`config.mk`:
```
export PLATFORM = sky130hd
export DESIGN_NAME = pattern_recorder
export DESIGN_NICKNAME = d
export VERILOG_FILES = /design/src/rtl/pattern_recorder.sv
export SDC_FILE = /design/constraint.sdc
export NUM_CORES = 1
export LEC_CHECK = 0
export ABC_AREA = 0
export ABC_CLOCK_PERIOD_IN_PS = 2000
export BUFFER_PORTS_ARGS = -buffer_cell sky130_fd_sc_hd__buf_2
export CORE_UTILIZATION = 50
export CTS_CLUSTER_DIAMETER = 80
export DETAILED_ROUTE_END_ITERATION = 6
export PLACE_DENSITY = 0.82
export SLEW_MARGIN = 10
export SYNTH_ARGS = -nofsm -noshare
export SYNTH_HDL_FRONTEND = slang
export SYNTH_SLANG_ARGS = --single-unit
export TNS_END_PERCENT = 20
```
`constraint.sdc`:
```
create_clock -name CLOCK_50 -period 2 [get_ports CLOCK_50]
set_input_delay 0.2 -clock CLOCK_50 [delete_from_list [all_inputs] [get_ports CLOCK_50]]
set_output_delay 0.2 -clock CLOCK_50 [all_outputs]
set_load 0.05 [all_outputs]
```
`src/rtl/pattern_recorder.sv`:
```
// Live tap recorder: quantizes debounced taps to the shared step tick and writes one 16-step pass
// into the selected voice's slice of a 64-bit pattern bank.
module pattern_recorder #(
  parameter int STEPS           = 16,
  parameter int VOICES          = 4,
  parameter int DEBOUNCE_CYCLES = 500000
) (
  input  logic                      CLOCK_50,
  input  logic                      reset,
  input  logic                      step_tick,
  input  logic                      tap,
  input  logic [VOICES-1:0]         voice_sel,
  input  logic                      arm,
  input  logic                      clear,
  output logic [$clog2(STEPS)-1:0]  step_idx,
  output logic                      rec_active,
  output logic                      armed,
  output logic                      done,
  output logic                      tap_clean,
  output logic [STEPS*VOICES-1:0]   pattern_out,
  output logic [STEPS-1:0]          sel_pattern
);

  localparam int SW = $clog2(STEPS);
  localparam int VW = (VOICES > 1) ? $clog2(VOICES) : 1;
  localparam int BW = $clog2(STEPS * VOICES);
  localparam int CW = (DEBOUNCE_CYCLES > 1) ? $clog2(DEBOUNCE_CYCLES) : 1;
  localparam logic [SW-1:0] LAST = SW'(STEPS - 1);

  typedef enum logic [1:0] {S_IDLE, S_ARMED, S_RECORD} state_t;

  state_t                    state_q, state_d;
  logic                      sync1_q, sync2_q;
  logic [CW-1:0]             cnt_q, cnt_d;
  logic                      clean_q, clean_d, clean_prev_q;
  logic [SW-1:0]             step_q, step_d;
  logic                      pend_q, pend_d;
  logic [VW-1:0]             rec_voice_q, rec_voice_d;
  logic [STEPS*VOICES-1:0]   bank_q, bank_d;
  logic                      done_q, done_d;
  logic                      armed_q, rec_q;

  logic                      tap_event;
  logic                      sel_any;
  logic [VW-1:0]             sel_voice;
  logic [BW-1:0]             sel_base, wr_idx;

  // Lowest set bit of the one-hot select wins if several bits are set.
  always_comb begin
    sel_voice = '0;
    for (int i = VOICES - 1; i >= 0; i--) begin
      if (voice_sel[i]) sel_voice = VW'(i);
    end
  end

  assign sel_any   = |voice_sel;
  assign sel_base  = BW'(sel_voice) * BW'(STEPS);
  assign wr_idx    = BW'(rec_voice_q) * BW'(STEPS) + BW'(step_q);
  assign tap_event = clean_q & ~clean_prev_q;

  always_comb begin
    cnt_d   = '0;
    clean_d = clean_q;
    if (sync2_q != clean_q) begin
      if (cnt_q == CW'(DEBOUNCE_CYCLES - 1)) clean_d = ~clean_q;
      else                                    cnt_d   = cnt_q + 1'b1;
    end
  end

  always_comb begin
    step_d = step_q;
    if (step_tick) step_d = (step_q == LAST) ? '0 : step_q + 1'b1;
  end

  always_comb begin
    state_d     = state_q;
    pend_d      = pend_q;
    rec_voice_d = rec_voice_q;
    bank_d      = bank_q;
    done_d      = 1'b0;
    case (state_q)
      S_IDLE: begin
        if (clear) begin
          if (sel_any) bank_d[sel_base +: STEPS] = '0;
        end else if (arm && sel_any) begin
          state_d     = S_ARMED;
          rec_voice_d = sel_voice;
        end
      end
      S_ARMED: begin
        pend_d = 1'b0;
        if (step_tick && step_q == LAST) state_d = S_RECORD;
      end
      S_RECORD: begin
        // A tap landing on the closing tick still belongs to the step being written.
        if (step_tick) begin
          bank_d[wr_idx] = pend_q | tap_event;
          pend_d         = 1'b0;
          if (step_q == LAST) begin
            done_d  = 1'b1;
            state_d = S_IDLE;
          end
        end else if (tap_event) begin
          pend_d = 1'b1;
        end
      end
      default: state_d = S_IDLE;
    endcase
  end

  always_ff @(posedge CLOCK_50) begin
    if (reset) begin
      state_q      <= S_IDLE;
      sync1_q      <= 1'b0;
      sync2_q      <= 1'b0;
      cnt_q        <= '0;
      clean_q      <= 1'b0;
      clean_prev_q <= 1'b0;
      step_q       <= '0;
      pend_q       <= 1'b0;
      rec_voice_q  <= '0;
      bank_q       <= '0;
      done_q       <= 1'b0;
      armed_q      <= 1'b0;
      rec_q        <= 1'b0;
    end else begin
      state_q      <= state_d;
      sync1_q      <= tap;
      sync2_q      <= sync1_q;
      cnt_q        <= cnt_d;
      clean_q      <= clean_d;
      clean_prev_q <= clean_q;
      step_q       <= step_d;
      pend_q       <= pend_d;
      rec_voice_q  <= rec_voice_d;
      bank_q       <= bank_d;
      done_q       <= done_d;
      armed_q      <= (state_d == S_ARMED);
      rec_q        <= (state_d == S_RECORD);
    end
  end

  assign step_idx    = step_q;
  assign rec_active  = rec_q;
  assign armed       = armed_q;
  assign done        = done_q;
  assign tap_clean   = clean_q;
  assign pattern_out = bank_q;
  assign sel_pattern = sel_any ? bank_q[sel_base +: STEPS] : '0;

endmodule

```
**Yosys cells after proc, flatten, opt, wreduce, memory -nomap -nowiden**

Index checks and enable logic that the tools add are counted.
W data, S select, Z words.

- Flip-flop bits (word level): 99
- Input bits: 10
- Word-level logic and storage cells: 78

- Add/sub/neg operators: 4
- Multiplexer cells: 24
- Equality and inequality tests: 11
- Shifts and indexed selects: 3
- Bitwise operators: 8
- Reduce and logical (&&, ||, !) cells: 13
- Magnitude comparators: 2

Operators by type and width:

| kind | number |
|---|---|
| $mux W64 | 3 |
| $bwmux W64 | 2 |
| $pmux W64 S2 | 1 |
| $shift A16 B8 Y64 const A | 1 |
| $shiftx A16 B8 Y64 const A | 1 |
| $shiftx A64 B7 Y16 | 1 |
| $add A19 B1 Y19 const B | 1 |
| $eq A19 B19 Y1 const B | 1 |
| $mux W2 | 9 |
| $mux W16 | 1 |
| $neg A6 Y8 | 1 |
| $lt A6 B7 Y1 const B | 1 |
| $add A6 B4 Y6 | 1 |
| $demux W1 S6 | 1 |
| $ge A6 B1 Y1 const B | 1 |
| $ne A2 B2 Y1 const B | 3 |
| $not A1 Y1 | 6 |
| $pmux W2 S3 | 1 |
| $reduce_or A3 Y1 | 2 |
| $add A4 B1 Y4 const B | 1 |
| $eq A2 B1 Y1 const B | 2 |
| $eq A2 B2 Y1 const B | 2 |
| $eq A4 B4 Y1 const B | 1 |
| $mux W1 | 4 |
| 13 further kinds | 17 |

**Logic depth before layout (Yosys ltp)**

Gate-level depths: netlist of the first run.

- Depth after elaboration: 10
- Mapped depth: 7
- Depth with buffers taken out: 5

**Worst setup path before layout of the first run**

Ideal clock, no wire load.

- Kind: input-to-output
- From: input voice_sel[1]
- To: output sel_pattern[14]
- Buffers on the path: 2
- Arrival: 1,920 ps
- Required time: 1,800 ps
- Path slack: -120 ps
- Stages on the path: 5
- Cell sequence: buf_2 -> nor4b_4 -> buf_2 -> a222oi_1 -> a21oi_1

- Longest elaborated chain between the ends: 4
- Elaborated cells between the ends (all ways): 5
- Classes of those cells: 1 x shift; 3 x mux; 1 x reduce/logical

Ends and longest elaborated chain:

| item | RTL line | RTL |
|---|---|---|
| from (decl) | 12 | `input logic [VOICES-1:0] voice_sel,` |
| $mux W2 (2 in a row) | 52 | `if (voice_sel[i]) sel_voice = VW'(i);` |
| $shiftx A64 B7 Y16 | 149 | `assign sel_pattern = sel_any ? bank_q[sel_base +: STEPS] : '0;` |
| $mux W16 (*) | 149 |  |
| to (decl) | 21 | `output logic [STEPS-1:0] sel_pattern` |

Every way passes the cells marked *; elsewhere a longest branch is shown, timed or not.

**Worst setup path after layout of the first run**

- From: input voice_sel[1]
- To: output sel_pattern[10]

Same word-level chain as after synthesis.

==> run metrics, run 1 <==
CP most frequent cell=buf_2; worst ir drop on vdd=around 310 uV; Post-DP HPWL=11500 um; syn avg cell area=about 8.3 sq um; pwr dens=~630 nW/um^2; cell family with most CP delay=compound AO/OA/AOI/OAI gates; status=complete, but fails checks; post-synthesis sequential area ratio=38.4%; Placed Area=a little under 6000 sq um; critical path startpoint category=input port; Setup crit end kind=output pin; antenna viol nets, final=0; CP bufs+invs=3; CTS Buf Count=9; Post-synth ARST share=0%; Final Max Tran Viols=0; Final Hold Viols=0; Iter 0 DRT Violations=665; FMAX=between 500 and 600 MHz; I/O Pins=98; Worst R2R Setup Slack=50 ps; Area contributors post-synth=dfxtp_1 38%, a21oi_1 10%, o211ai_1 5.7%; Lkg Pwr=~2.4 nW; MaxCap Viol Count=0; post-route cell area=approximately 6000 sq um; post-synth top area cell=dfxtp_1; Residual DRC=8; Worst path slowest cell=a222oi_1; DIE AREA=about 11000 sq um; CTS Root Cell=clkbuf_8; WP data arrival=around 1800 ps; CTS Buffer Depth=2; critical path, cell by cell=buf_2, nor2b_1, buf_4, a222oi_1, a21oi_2, buf_2; Max Fanout on Critical Path=15; Yosys top cell area share=around 38%; Synth Flop Type=dfxtp_1; failing checks=design-rule violations; Hold Crit Class=input port to flip-flop; GR Overflow Total=0; worst setup margin=between 4 and 5 ps; clk_skew=15.8 ps; CTS Sinks=about 100; Initial Utilization=a little over half; mapped cell area=slightly above 5000 sq um; clock-pin slew on the worst setup and hold paths=roughly 90 ps; most frequent cells in the layout=101 x a21oi_1, 97 x buf_2, 96 x dfxtp_1; first-pass GRT wire length=around 26000 um; crit-path max cell delay=650 ps; DRT Pass-1 Iters=7; total track usage=a little under a third; core area=approximately 9900 sq um; Avg Vias per Cell=approximately 6.6; Die Y=a little over 100 um; unrepaired setup endpoints after global routing=false; Area Overhead vs Synth=16.8%; Port-buffer cells=97; Crit Path Class=input port to output pin; FP Rows=36; Syn Nets=approximately 630; Worst EP required=1800 ps; most common cell after layout, fill and taps aside=a21oi_1; number of antenna violations at the first check in global routing=0; largest net degree at the start of global routing=just under 60; measured slew at the worst slew-check pin=roughly 930 ps; Final #Nets=708; Yosys cell types=60; Post-Synthesis Cells=620; Routed Wire Length=about 17000 um; routability cong.=0.937; routed length per instance=approximately 20 um; final setup vio count=0; flops & latches, synth=99; via count of the routed design=~5500; vias in the first global route=slightly below 5000; final cycle utilization of the critical path=between 90% and 100%; synth warn=0; CTS tree=built; crit path time final=between 1500 and 2000 ps; number of flops mapped to enable cells by yosys=0; share of cells above drive strength 1=between 20% and 30%; # diodes=0; Place WS=between 50 and 60 ps; depth of the CTS H-tree=3; Slew headroom=37.6%; Die Width=between 100 and 150 um; Clk Latency, worst-skew pair=about 380 ps
==> final cells by class <==
class                      instances  area [sq um]
fill                             847          3840
tap                              133           166
sequential                        99          1990
inverter                           6          22.5
clock inverter                     4          72.6
multi-input combinational        452          2880
clock buffer                      12           155
timing repair buffer             128           743
==> per-stage QoR <==
stage                     std cells  utilization (%)  setup TNS (ps)  hold WS (ps)  total power, mW
final                           834             61.1               0          48.6             3.79
after global routing            834             61.1               0          69.6             3.90
after CTS                       834             61.0               0          47.1             3.78
after detailed placement        818             58.7               0           429             2.34
after global placement          818             58.7               0           414             2.33
after floorplan                 620                -            -959           328             2.24
==> worst register-to-register path, delay by kind of cell, from the launching register on <==
kind	cells	cell delay (ps)
flops	1	490
simple gates	2	890
compound gates	2	320
buf+inv	1	180
==> timing repair <==
action,CTS,global route
hold buffers,0,0
buffers inserted,0,0
resized for setup,0,4
setup endpoints to repair,0,28
==> path summary, 6_finish.rpt <==
| check | start | endpoint | cells past startpoint |
|---|---|---|---|
| worst max-delay path | voice_sel[1] | sel_pattern[10] | 6 |
| worst min-delay path | tap | sync1_q | 2 |
| worst max register to register | state_q[1] | pattern_out[14] | 5 |
| worst min register to register | cnt_q[0] | cnt_q[0] | 1 |
==> power breakdown <==
part | total, mW | internal, mW | switching (mW)
Combinational | 0.299 | 0.0939 | 0.205
Sequential | 2.01 | 1.98 | 0.0272
Clock | 1.49 | 0.772 | 0.713
Total | 3.79 | 2.85 | 0.945
==> cells by family (layout without fill, tap and decap cells) <==
kind of cell	count (synthesis)	in the layout	share of synthesized area [%]
compound gates	241	241	29.6
xor+xnor	17	17	2.89
fa+ha+maj	2	2	0.485
buf+inv	69	150	6.11
flops	99	99	38.4
mux	8	8	1.55
simple gates	184	184	21.0
==> cell usage after synthesis, types with 7 or more instances <==
library cell	n
xor2_1	11
o21ai_1	8
nor2b_1	12
nand2b_1	7
nand4_1	18
o31ai_1	24
nand2_1	47
nand3_1	16
o21ai_0	33
mux2i_1	8
clkbuf_1	27
a222oi_1	16
a21oi_1	103
o211ai_1	39
dfxtp_1	99
buf_2	24
nor2_1	26
==> state kept, by name, indices dropped and copies added (netlist names) <==
signal	cells
clean_prev_q	1
cnt_q	19
sync1_q	1
state_q	2
armed	1
rec_active	1
rec_voice_q	2
pattern_out	64
pend_q	1
step_idx	4
done	1
sync2_q	1
tap_clean	1
==> metal layers <==
metal | track usage [%] | vias to the layer above | part of all wire, %
li1 | - | 2477 | -
met1 | 40.9 | 2568 | 40
met2 | 47.9 | 362 | 46
met3 | 5.92 | 59 | 11
met4 | 12.1 | 0 | 3.0
met5 | 0 | - | 0
(Power assumes the default switching activity.)
==> run 2, diff against run 1 <==
--- a/config.mk
+++ b/config.mk
@@ -11,7 +11,7 @@
 export CORE_UTILIZATION = 50
 export CTS_CLUSTER_DIAMETER = 80
 export DETAILED_ROUTE_END_ITERATION = 6
-export PLACE_DENSITY = 0.82
+export PLACE_DENSITY = 0.85
 export SLEW_MARGIN = 10
 export SYNTH_ARGS = -nofsm -noshare
 export SYNTH_HDL_FRONTEND = slang
==> run metrics, run 2 (synthesis gave the netlist of run 1 again) <==
status=finished, final reports clean; sw frac=26.9% (+2.0 points); Lkg Pwr=2.42 nW (+1.4%); WHS Endpoint=sync1_q; number of antenna violations at the first check in global routing=0 (unchanged); worst flop-to-flop path startpoint=rec_voice_q[0]; critical path, cell by cell=a222oi_1, a21oi_1, buf_4; placed cell count=826 (+0.98%); Routed Wire Length=16600 um (+0.64%); I/O Pins=98 (unchanged); Max Fanout on Critical Path=3 (-12); routed length per instance=19.7 um (-0.32%); routability cong.=0.926 (-1.1%); Worst R2R Setup Slack=110 ps (+60 ps); Worst EP required=1800 ps (about the same); Crit Path Class=flip-flop to output pin; Clk pwr share=34.8% (-4.4 points); DIE AREA=10700 sq um (unchanged); NetSw=0.960 mW (+1.6%); crit path time final=1990 ps (-9.29 ps); MaxCap Viol Count=0 (unchanged); max reg flops=64 (unchanged); reg2reg end=pattern_out[50]; final cycle utilization of the critical path=99.3% (-0.46 points); Setup crit end kind=output pin; final setup vio count=0 (unchanged); CTS Sinks=99 (unchanged); Residual DRC=0 (-8); Iter 0 DRT Violations=685 (+3.0%); Port-buffer cells=97 (unchanged); Clk Latency, worst-skew pair=370 ps (about the same); depth of the CTS H-tree=3 (unchanged); clock-pin slew on the worst setup and hold paths=90 ps (about the same); Final Hold Viols=0 (unchanged); pwr dens=589 nW/um^2 (-6.5%); first-pass GRT wire length=25900 um (-0.79%); final std cells w/o fill=842 (+0.96%); Worst Hold Depth=2 (unchanged); worst setup margin=13.5 ps (+9.29 ps); unrepaired setup endpoints after global routing=true; CTS Buffer Depth=2 (unchanged); FMAX=503 MHz (+0.47%); most frequent cells in the layout=101 x a21oi_1, 97 x dfxtp_1, 96 x buf_2; antenna viol nets, final=0 (unchanged); Final Max Tran Viols=0 (unchanged); vias in the first global route=5041 (+2.7%); WP data arrival=1790 ps (about the same); largest net degree at the start of global routing=57 (-1.7%); Initial Utilization=52.3% (unchanged); Die Width=104 um (unchanged); Final #Nets=716 (+1.1%); worst ir drop on vdd=295 uV (-4.6%); measured slew at the worst slew-check pin=714 ps (-214 ps); CTS Buf Count=9 (unchanged); critical path startpoint category=flip-flop; total track usage=30.2% (-0.22 points); FP Rows=36 (unchanged); Die Y=104 um (unchanged); Area Overhead vs Synth=17.7%; core area=9860 sq um (unchanged); most common cell after layout, fill and taps aside=a21oi_1; R2R depth=4 (-1); Total Power=3.57 mW (-5.8%); Sequential Power Share=56.4% (+3.4 points); share of cells above drive strength 1=25.0% (+1.7 points); Avg Vias per Cell=6.45 (-1.6%); Worst Min Path Start=tap; Worst path slowest cell=a222oi_1; CTS tree=built; internal power=2.61 mW (-8.2%); Hold Slack=48.6 ps (+0.0426 ps); Post-DP HPWL=11900 um (+3.2%); # diodes=0 (unchanged); utilization after layout=61.6% (+0.48 points); CTS Root Cell=clkbuf_8; Place WS=99.2 ps (+39.2 ps); GR Overflow Total=0 (unchanged); clk_skew=12.4 ps (-3.41 ps); Logic pwr share=8.8% (+0.9 points); crit-path max cell delay=680 ps (+30 ps); Hold Crit Class=input port to flip-flop; DRT Pass-1 Iters=6 (-1); via count of the routed design=5431 (-0.64%); Slew headroom=52.3% (+15 points); setup bufs post-CTS=0 (unchanged)
[run 2: worst max-delay path, delay by kind of cell, from the launching register on]
family,cells,cell delay [ps]
AOI/OAI and AO/OA,2,820
DFF,1,370
buffers and inverters,1,230
[run 2: how the worst max path moves through the flow]
stage / start / end / slack (ps)
2_1_floorplan: voice_sel[1] / sel_pattern[11] / -120
3_5_place_dp: state_q[0] / pattern_out[35] / 100
6_report: pattern_out[16] / sel_pattern[0] / 10
4_1_cts: state_q[0] / pattern_out[59] / 70
5_1_grt: pattern_out[31] / sel_pattern[15] / -20
3_3_place_gp: voice_sel[1] / sel_pattern[2] / 140
[run 2: what timing repair did]
| action | in CTS | in global routing |
|---|---|---|
| hold buffers | 0 | 0 |
| resized for setup | 0 | 12 |
| setup endpoints to repair | 0 | 30 |
[run 2: power by group through the flow]
| stage | combinational, mW | clock (mW) | sequential, mW |
|---|---|---|---|
| after global routing | 0.332 | 1.35 | 2.02 |
| after detailed placement | 0.299 | 0 | 2.06 |
| after CTS | 0.300 | 1.25 | 2.01 |
| after floorplan | 0.187 | 0 | 2.06 |
| final | 0.315 | 1.24 | 2.01 |
| after global placement | 0.291 | 0 | 2.05 |
[run 2: routing by layer]
| layer | GRT usage, % | part of all wire, % | wire (um) |
|---|---|---|---|
| met1 | 37.7 | 40 | 6620 |
| met2 | 47.8 | 46 | 7650 |
| met3 | 9.94 | 12 | 1990 |
| met4 | 12.1 | 2.2 | 365 |
| met5 | 0 | 0 | 0 |
[run 2: cell type report]
type / instances / area, sq um
clock inverter: 5 / 35.0
sequential: 99 / 1980
inverter: 6 / 22.5
timing repair buffer: 136 / 793
clock buffer: 11 / 151
tap: 133 / 166
multi-input combinational: 452 / 2920
fill: 818 / 3790
[run 2: through the flow]
stage                     TNS [ps]  area [sq um]
after floorplan               -959          5170
after global placement           0          5830
after detailed placement         0          5830
after CTS                        0          6020
after global routing         -60.0          6070
final                            0          6070
